[config.mk]
export PLATFORM = sky130hd
export DESIGN_NAME = multiboot_seq_flat
export DESIGN_NICKNAME = d
export VERILOG_FILES = /design/src/rtl/multiboot_seq_if.sv /design/src/rtl/multiboot_seq.sv /design/src/flat_wrapper.sv
export SDC_FILE = /design/constraint.sdc
export NUM_CORES = 1
export LEC_CHECK = 0
export CAP_MARGIN = 20
export CORE_UTILIZATION = 48
export CTS_BUF_LIST = sky130_fd_sc_hd__clkbuf_8
export CTS_CLUSTER_SIZE = 25
export DETAILED_ROUTE_END_ITERATION = 10
export PLACE_DENSITY = 0.83
export SLEW_MARGIN = 20
export SYNTH_ARGS = -nofsm -noshare
export SYNTH_HDL_FRONTEND = slang
export SYNTH_SLANG_ARGS = --single-unit
[constraint.sdc]
create_clock -name clk -period 2.1 [get_ports clk]
set_input_delay 0.42 -clock clk [delete_from_list [all_inputs] [get_ports clk]]
set_output_delay 0.42 -clock clk [all_outputs]
set_load 0.05 [all_outputs]
[src/rtl/multiboot_seq_if.sv]
// Register-bus and ICAP signal bundle for the warm-reboot controller.
interface multiboot_seq_if;
   logic [7:0]  zxuno_addr;
   logic        regaddr_changed;
   logic        zxuno_regrd;
   logic        zxuno_regwr;
   logic [7:0]  din;
   logic [7:0]  dout;
   logic        oe;
   logic        icap_ce;
   logic        icap_we;
   logic [31:0] icap_data;
   logic        busy;

   modport master (
      output zxuno_addr, regaddr_changed, zxuno_regrd, zxuno_regwr, din,
      input  dout, oe, icap_ce, icap_we, icap_data, busy
   );

   modport slave (
      input  zxuno_addr, regaddr_changed, zxuno_regrd, zxuno_regwr, din,
      output dout, oe, icap_ce, icap_we, icap_data, busy
   );
endinterface

[src/rtl/multiboot_seq.sv]
// Warm-reboot controller: holds the flash core address, arms/starts on a
// two-step COREBOOT write, then plays the ICAPE2 IPROG word sequence.
module multiboot_seq #(
   parameter logic [7:0]  ADDR_COREADDR = 8'hFC,
   parameter logic [7:0]  ADDR_COREBOOT = 8'hFD,
   parameter int unsigned ADDR_BYTES    = 3,
   parameter logic [31:0] GOLDEN_CORE   = 32'h00100000,
   parameter logic [7:0]  ARM_KEY       = 8'hA5,
   parameter int unsigned NOP_TAIL      = 8
) (
   input  logic            clk,
   input  logic            rst_n,
   multiboot_seq_if.slave  bus
);

   localparam int unsigned AW    = 8 * ADDR_BYTES;
   localparam int unsigned TOTAL = 7 + NOP_TAIL;

   typedef enum logic [1:0] {IDLE, SEND, DONE} state_t;

   state_t        state, state_nx;
   logic [8:0]    idx, idx_nx;
   logic          ce_nx, we_nx;
   logic [31:0]   data_nx;
   logic [AW-1:0] addr;
   logic [AW-1:0] addr_sh;
   logic [1:0]    rd_ptr;
   logic          armed;
   logic          regwr_q, regrd_q;
   logic          wr_edge, rd_fall, sel_addr, sel_boot, start, busy_i;

   assign sel_addr = (bus.zxuno_addr == ADDR_COREADDR);
   assign sel_boot = (bus.zxuno_addr == ADDR_COREBOOT);
   assign wr_edge  = bus.zxuno_regwr & ~regwr_q;
   assign rd_fall  = ~bus.zxuno_regrd & regrd_q;
   assign busy_i   = (state != IDLE);
   assign start    = wr_edge && sel_boot && !busy_i && armed
                     && (bus.din != ARM_KEY) && bus.din[0];
   assign bus.busy = busy_i;

   function automatic logic [31:0] icap_word(input logic [8:0] k, input logic [AW-1:0] a);
      case (k)
         9'd0:    return 32'hFFFFFFFF;
         9'd1:    return 32'hAA995566;
         9'd2:    return 32'h20000000;
         9'd3:    return 32'h30020001;
         9'd4:    return {8'h00, a[AW-1 -: 24]};
         9'd5:    return 32'h30008001;
         9'd6:    return 32'h0000000F;
         default: return 32'h20000000;
      endcase
   endfunction

   // Strobe history for rising/falling edge detection.
   always_ff @(posedge clk) begin
      if (!rst_n) begin
         regwr_q <= 1'b0;
         regrd_q <= 1'b0;
      end else begin
         regwr_q <= bus.zxuno_regwr;
         regrd_q <= bus.zxuno_regrd;
      end
   end

   // Address shift register, read pointer and arm flag.
   always_ff @(posedge clk) begin
      if (!rst_n) begin
         addr   <= GOLDEN_CORE[AW-1:0];
         rd_ptr <= '0;
         armed  <= 1'b0;
      end else begin
         if (wr_edge && !busy_i) begin
            if (sel_addr) addr <= {addr[AW-9:0], bus.din};
            // Arm key arms; a start or any other value disarms.
            if (sel_boot) armed <= (bus.din == ARM_KEY);
         end
         if (bus.regaddr_changed && sel_addr)
            rd_ptr <= '0;
         else if (rd_fall && sel_addr)
            rd_ptr <= (rd_ptr == 2'(ADDR_BYTES - 1)) ? '0 : rd_ptr + 2'd1;
      end
   end

   // Read data mux; MSB byte sits at pointer 0.
   always_comb begin
      addr_sh  = addr << {rd_ptr, 3'b000};
      bus.oe   = bus.zxuno_regrd && (sel_addr || sel_boot);
      bus.dout = 8'hFF;
      if (bus.oe)
         bus.dout = sel_addr ? addr_sh[AW-1 -: 8] : {6'b0, armed, busy_i};
   end

   // Sequencer next state and next ICAP word.
   always_comb begin
      state_nx = state;
      idx_nx   = idx;
      ce_nx    = 1'b0;
      we_nx    = 1'b0;
      data_nx  = '0;
      case (state)
         IDLE: begin
            if (start) begin
               state_nx = SEND;
               idx_nx   = 9'd1;
               data_nx  = icap_word(9'd0, addr);
            end
         end
         SEND: begin
            if (idx == 9'(TOTAL)) begin
               state_nx = DONE;
            end else begin
               idx_nx  = idx + 9'd1;
               ce_nx   = 1'b1;
               we_nx   = 1'b1;
               data_nx = icap_word(idx, addr);
            end
         end
         DONE:    ;
         default: state_nx = IDLE;
      endcase
   end

   // Sequencer state and registered ICAP outputs.
   always_ff @(posedge clk) begin
      if (!rst_n) begin
         state         <= IDLE;
         idx           <= '0;
         bus.icap_ce   <= 1'b0;
         bus.icap_we   <= 1'b0;
         bus.icap_data <= '0;
      end else begin
         state         <= state_nx;
         idx           <= idx_nx;
         bus.icap_ce   <= ce_nx;
         bus.icap_we   <= we_nx;
         bus.icap_data <= data_nx;
      end
   end

endmodule

[src/flat_wrapper.sv]
// flat-port wrapper written by rule: the top's interface ports become plain ports
module multiboot_seq_flat 
#(
   parameter logic [7:0]  ADDR_COREADDR = 8'hFC,
   parameter logic [7:0]  ADDR_COREBOOT = 8'hFD,
   parameter int unsigned ADDR_BYTES    = 3,
   parameter logic [31:0] GOLDEN_CORE   = 32'h00100000,
   parameter logic [7:0]  ARM_KEY       = 8'hA5,
   parameter int unsigned NOP_TAIL      = 8
)
  (clk, rst_n, bus_zxuno_addr, bus_regaddr_changed, bus_zxuno_regrd, bus_zxuno_regwr, bus_din, bus_dout, bus_oe, bus_icap_ce, bus_icap_we, bus_icap_data, bus_busy);
  multiboot_seq_if bus_i ();
  input  logic clk;
  input  logic rst_n;
  input wire logic [$bits(bus_i.zxuno_addr)-1:0] bus_zxuno_addr;
  input wire logic [$bits(bus_i.regaddr_changed)-1:0] bus_regaddr_changed;
  input wire logic [$bits(bus_i.zxuno_regrd)-1:0] bus_zxuno_regrd;
  input wire logic [$bits(bus_i.zxuno_regwr)-1:0] bus_zxuno_regwr;
  input wire logic [$bits(bus_i.din)-1:0] bus_din;
  output wire logic [$bits(bus_i.dout)-1:0] bus_dout;
  output wire logic [$bits(bus_i.oe)-1:0] bus_oe;
  output wire logic [$bits(bus_i.icap_ce)-1:0] bus_icap_ce;
  output wire logic [$bits(bus_i.icap_we)-1:0] bus_icap_we;
  output wire logic [$bits(bus_i.icap_data)-1:0] bus_icap_data;
  output wire logic [$bits(bus_i.busy)-1:0] bus_busy;
  assign bus_i.zxuno_addr = bus_zxuno_addr;
  assign bus_i.regaddr_changed = bus_regaddr_changed;
  assign bus_i.zxuno_regrd = bus_zxuno_regrd;
  assign bus_i.zxuno_regwr = bus_zxuno_regwr;
  assign bus_i.din = bus_din;
  assign bus_dout = bus_i.dout;
  assign bus_oe = bus_i.oe;
  assign bus_icap_ce = bus_i.icap_ce;
  assign bus_icap_we = bus_i.icap_we;
  assign bus_icap_data = bus_i.icap_data;
  assign bus_busy = bus_i.busy;
  multiboot_seq #(.ADDR_COREADDR(ADDR_COREADDR), .ADDR_COREBOOT(ADDR_COREBOOT), .ADDR_BYTES(ADDR_BYTES), .GOLDEN_CORE(GOLDEN_CORE), .ARM_KEY(ARM_KEY), .NOP_TAIL(NOP_TAIL)) u_core (.clk(clk), .rst_n(rst_n), .bus(bus_i));
endmodule
Yosys cells after proc, flatten, opt, wreduce, memory -nomap -nowiden

Cells that the tools add are included.

Multipliers: 0
Reductions and logical operators: 21
Add/sub/neg operators: 2
Equality and inequality tests: 16
Multiplexer cells: 14
Bitwise operators: 6
Shifts and indexed selects: 1
Order comparisons: 0
Div/mod/pow operators: 0

Operators with widths:

| kind                                                  | number |
|---|---|
| one-hot mux 32 bit (6 select lines)                   | 1 |
| two-way mux 32 bit                                    | 2 |
| one-hot mux 32 bit (2 select lines)                   | 1 |
| equality test 9 x 3 -> 1 bit, second input constant   | 3 |
| equality test 8 bit, second input constant            | 3 |
| << shifter 24 x 5 -> 24 bit                           | 1 |
| two-way mux 9 bit                                     | 2 |
| one-hot mux 9 bit (2 select lines)                    | 1 |
| two-way mux 8 bit                                     | 2 |
| adder 9 x 1 -> 9 bit, second input constant           | 1 |
| equality test 9 x 1 -> 1 bit, second input constant   | 1 |
| equality test 9 x 2 -> 1 bit, second input constant   | 1 |
| equality test 9 x 4 -> 1 bit, second input constant   | 1 |
| logical AND 1 bit                                     | 9 |
| logical NOT 9 bit                                     | 1 |
| inequality test 8 bit, second input constant          | 1 |
| two-way mux 2 bit                                     | 3 |
| one-hot mux 2 bit (3 select lines)                    | 1 |
| AND reduction 2 bit                                   | 3 |
| AND reduction 3 bit                                   | 2 |
| equality test 2 bit, second input constant            | 2 |
| inequality test 2 x 1 -> 1 bit, second input constant | 2 |
| NOT 1 bit                                             | 4 |
| nonzero test 2 bit                                    | 2 |
| other kinds (9)                                       | 10 |

Memory bits (writable): 0
Flip-flop bits (word level): 73
Bits in read-only memories: 0
Bits of input ports: 21
Output and inout port bits: 44
Logic and storage cells: 69
Bits in latches: 0
Memories kept: 0

Depth between registers and ports, before layout

Depth in word-level cells: 9
Mapped depth: 8
Mapped depth without buffers: 6

Least setup slack after synthesis

OpenSTA, ideal clock, no wires.

Path type: input to output
Start: input bus_zxuno_addr[7]
End: output bus_dout[0]
Data required time: 1.680 ns
Path buffers: 0
Arrival time: 3.074 ns
Setup slack: -1.394 ns
Stages: 3
Path through: nand4_1 -> nor3_1 -> o21ai_0

Longest elaborated chain between the ends: 4
Elaborated cells between the ends (all ways): 6
Those cells by class: eq/ne: 2; mux: 2; reduce/logical: 2

Ends and longest elaborated chain:

| item                                   | line                                     | text |
|---|---|---|
| start, declared                        | flat_wrapper.sv:15                       | `input wire logic [$bits(bus_i.zxuno_addr)-1:0] bus_zxuno_addr;` |
| equality test 8 bit (on tied branches) | multiboot_seq.sv:32, multiboot_seq.sv:33 |  |
| logical OR 1 bit (*)                   | multiboot_seq.sv:87                      | `bus.oe = bus.zxuno_regrd && (sel_addr \|\| sel_boot);` |
| logical AND 1 bit (*)                  | multiboot_seq.sv:87                      |  |
| named net bus_oe                       | flat_wrapper.sv:21                       | `output wire logic [$bits(bus_i.oe)-1:0] bus_oe;` |
| two-way mux 8 bit (*)                  | multiboot_seq.sv:89                      | `if (bus.oe)` |
| end, declared                          | flat_wrapper.sv:20                       | `output wire logic [$bits(bus_i.dout)-1:0] bus_dout;` |

The timed path passes the listed nets; every way through them passes the cells marked *.

Worst setup path after layout

Start: register u_core.regwr_q
End: register u_core.bus.icap_data[19]

Longest elaborated chain between the ends: 9

Ends and longest elaborated chain:

| item                                | line                   | text |
|---|---|---|
| start, declared                     | multiboot_seq.sv:29    | `logic regwr_q, regrd_q;` |
| start signal, assigned              | multiboot_seq.sv:60    | `regwr_q <= bus.zxuno_regwr;` |
| NOT 1 bit                           | multiboot_seq.sv:34    | `assign wr_edge = bus.zxuno_regwr & ~regwr_q;` |
| AND 1 bit                           | multiboot_seq.sv:34    |  |
| logical AND 1 bit (3 in a row)      | multiboot_seq.sv:37    | `assign start = wr_edge && sel_boot && !busy_i && armed` |
| logical AND 1 bit (2 in a row)      | multiboot_seq.sv:38    | `&& (bus.din != ARM_KEY) && bus.din[0];` |
| two-way mux 32 bit                  | multiboot_seq.sv:102   | `if (start) begin` |
| one-hot mux 32 bit (2 select lines) | multiboot_seq.sv:100   | `case (state)` |
| end signal, assigned                | multiboot_seq.sv:136   | `bus.icap_data <= data_nx;` |
| end, declared                       | multiboot_seq_if.sv:22 | `output dout, oe, icap_ce, icap_we, icap_data, busy` |

Every way passes these cells.
A chain may end at the register's enable or synchronous reset.

==> metrics.txt <==
Reg clk slew, reported paths roughly 0.090 ns; residual DRC count 12; Setup Skew around 0.010 ns; period utilization 1.00; placed instance count 545; Worst Path Required 2.38 ns; power per cell area roughly 560 mW/mm^2; worst-skew pair later-pin latency between 0.3 and 0.4 ns; Mean Syn Cell Area between 8 and 9 um^2; setup TNS -0.00943 ns; Final Hold Vio Count 0; RSZ-0062 raised after global routing true; Setup CP Type register to register; largest net degree at the start of global routing 33; worst endpoint data arrival time 2.39 ns; register area share after synthesis 0.426; Synth async-reset ratio 0; area share of the largest cell type after synthesis 0.426; IO Count between 60 and 70; Worst Hold Class primary input to register; clk sinks 69; P_leak 1.79 nW; synth top area cells dfxtp_1, o21ai_0, a21oi_1, nand2_1, nand3_1; Rows 29; CP endpoint kind register; post-synthesis cell count 401; leading cell types by count after synthesis dfxtp_1, o21ai_0, nand2_1; aggregate global-route resource usage 0.272; Syn Nets roughly 430; H-tree levels 3; nets@finish 513; Max Cap Violations 0; max-slew violations 0; Synth area leader dfxtp_1; CP Max Fanout 8; Max stage delay on crit path 0.53 ns; number of buffers inserted by hold repair at cts 0; min Tclk post-route between 2 and 2.5 ns; Antenna Cells 0; startpoint types register; share of layout cells above drive strength 1 0.276; Avg Vias per Cell roughly 6.2; buffers plus inverters on the worst setup path 1; Detailed Route Iter0 Violations 511; hpwl dp around 6.2 mm; I/O Buffers between 60 and 70; die area 0.00709 mm^2; synthesized cell area roughly 0.0032 mm^2; Avg WL per Cell between 15 and 20 um; hold_ws 0.303 ns; relative slew slack 0.661; DRT antenna net count 0; vias in the first global route approximately 3200; top_reg_cell synth dfxtp_1; Pre-Repair DR Iteration Count 9; cells along the critical path or4b_4 > or4_4 > or2_4 > clkbuf_16 > o22ai_1; initial antenna violation count 0; CORE AREA around 0.0064 mm^2; Initial Utilization 0.505; remaining global-route overflow 0; Setup WS post-layout -0.00943 ns; first-pass GRT wire length 15.4 mm; register bit total from synthesis 69; slowest CP cell or4b_4; CTS tree yes; DIE WIDTH ~84 um; final setup fails 1; routability cong. around 0.9; Routed Wire Length a little over 10 mm; post-synth cell types 50; Final Non-Filler Cells 570; Fmax 474 MHz; most common cell in the synthesized netlist dfxtp_1; Slew @ Worst Pin between 0.5 and 0.6 ns; violated checks DRC, setup timing; total number of vias around 3500; clk buf depth 2; Ys Warns 0; Synth-to-Final Area Change 47.7%; Die H around 84 um; CP top delay family simple AND/OR/NAND/NOR gates; CTS buffer count 9; number of synthesized flops with an enable pin 0; outcome complete, but fails checks; CTS root buf clkbuf_8; maximum vdd drop just under 0.0005 V
[kinds of logic after synthesis]
logic type / count (synthesis) / share of synthesized area
AND/OR/NAND/NOR: 141 / 0.221
adder cells (fa/ha/maj): 4 / 0.0154
buffers and inverters: 50 / 0.0756
XOR/XNOR: 1 / 0.00270
flip-flops: 69 / 0.426
multiplexers: 10 / 0.0309
AO/OA/AOI/OAI: 126 / 0.228
[placed cells by master, fill, tap and decap left out, types with 3 or more instances in the layout]
| cell type | count |
|---|---|
| nand3b_1 | 3 |
| nand3_1 | 32 |
| or4_1 | 4 |
| or3_1 | 3 |
| a21oi_2 | 14 |
| buf_12 | 11 |
| ha_1 | 3 |
| nor2b_1 | 3 |
| dfxtp_1 | 65 |
| nand2_1 | 43 |
| clkdlybuf4s50_1 | 43 |
| nor4_1 | 4 |
| dfxtp_2 | 3 |
| buf_4 | 45 |
| o21ai_0 | 43 |
| nor3_1 | 4 |
| o21ai_4 | 7 |
| o22ai_2 | 4 |
| nor2_1 | 16 |
| and2_1 | 3 |
| buf_6 | 5 |
| nand2b_1 | 3 |
| a21oi_1 | 23 |
| buf_2 | 6 |
| inv_1 | 8 |
| o22ai_1 | 9 |
| clkbuf_16 | 3 |
| clkbuf_8 | 9 |
| mux2i_1 | 10 |
| nand4_1 | 4 |
[final cells by class]
cell class                 instances  area, um^2
timing repair buffer             117        1190
sequential                        69        1390
clock inverter                     7         106
multi-input combinational        282        1850
inverter                           9        33.8
tap                               77        96.3
fill                             418        1630
clock buffer                       9         124
[report_power, final]
group	switching [mW]	internal (mW)	total, mW	leakage (nW)
clock	0.580	0.689	1.27	0.116
combinational	0.0566	0.0567	0.113	1.12
sequential	0.00134	1.31	1.31	0.558
total	0.638	2.05	2.69	1.79
[layer usage]
metal  GRT usage  vias to the layer above  part of all wire
li1            -                     1609                 -
met1       0.346                     1660              0.41
met2       0.443                      228              0.48
met3      0.0442                       42             0.081
met4       0.147                        0             0.032
met5           0                        -                 0
[through the flow]
step	utilization	total power [mW]	setup slack, ns	instance area (um^2)
5_1_grt	0.746	2.76	-0.0764	4790
3_3_place_gp	0.658	1.44	-0.416	4230
6_report	0.746	2.69	-0.00943	4790
2_1_floorplan	-	1.38	-0.330	3270
4_1_cts	0.719	2.68	-0.0293	4620
3_5_place_dp	0.658	1.45	-0.436	4230
[final timing paths]
kind                                    endpoint                 startpoint  slack, ns  cells after the start
min reg2reg            u_core.armed$_SDFFE_PN0P_  u_core.armed$_SDFFE_PN0P_       0.51                      2
max          u_core.bus.icap_data[19]$_SDFF_PN0_  u_core.regwr_q$_SDFF_PN0_     -0.009                      5
min                    u_core.regwr_q$_SDFF_PN0_            bus_zxuno_regwr       0.30                      2
max reg2reg  u_core.bus.icap_data[19]$_SDFF_PN0_  u_core.regwr_q$_SDFF_PN0_     -0.009                      5
[worst register-to-register path, cell delays in order, from the launching register on]
cell and delay, ns:
dfxtp_1 0.31, or4b_4 0.53, or4_4 0.52, or2_4 0.31, clkbuf_16 0.19, o22ai_1 0.18
[registers in the layout (all words and copies together) (netlist names)]
name	flops
u_core.regrd_q	1
u_core.addr	24
u_core.regwr_q	1
u_core.state	2
u_core.bus.icap_ce	1
u_core.armed	1
u_core.rd_ptr	2
u_core.idx	9
u_core.bus.icap_data	28
[what timing repair did]
action                     CTS  global route
pin swaps                   11            11
buffers inserted             5             1
resized for setup           56            33
gates cloned                 0             3
setup endpoints to repair   33            40
No activity file was read; power rests on OpenSTA's default activity.
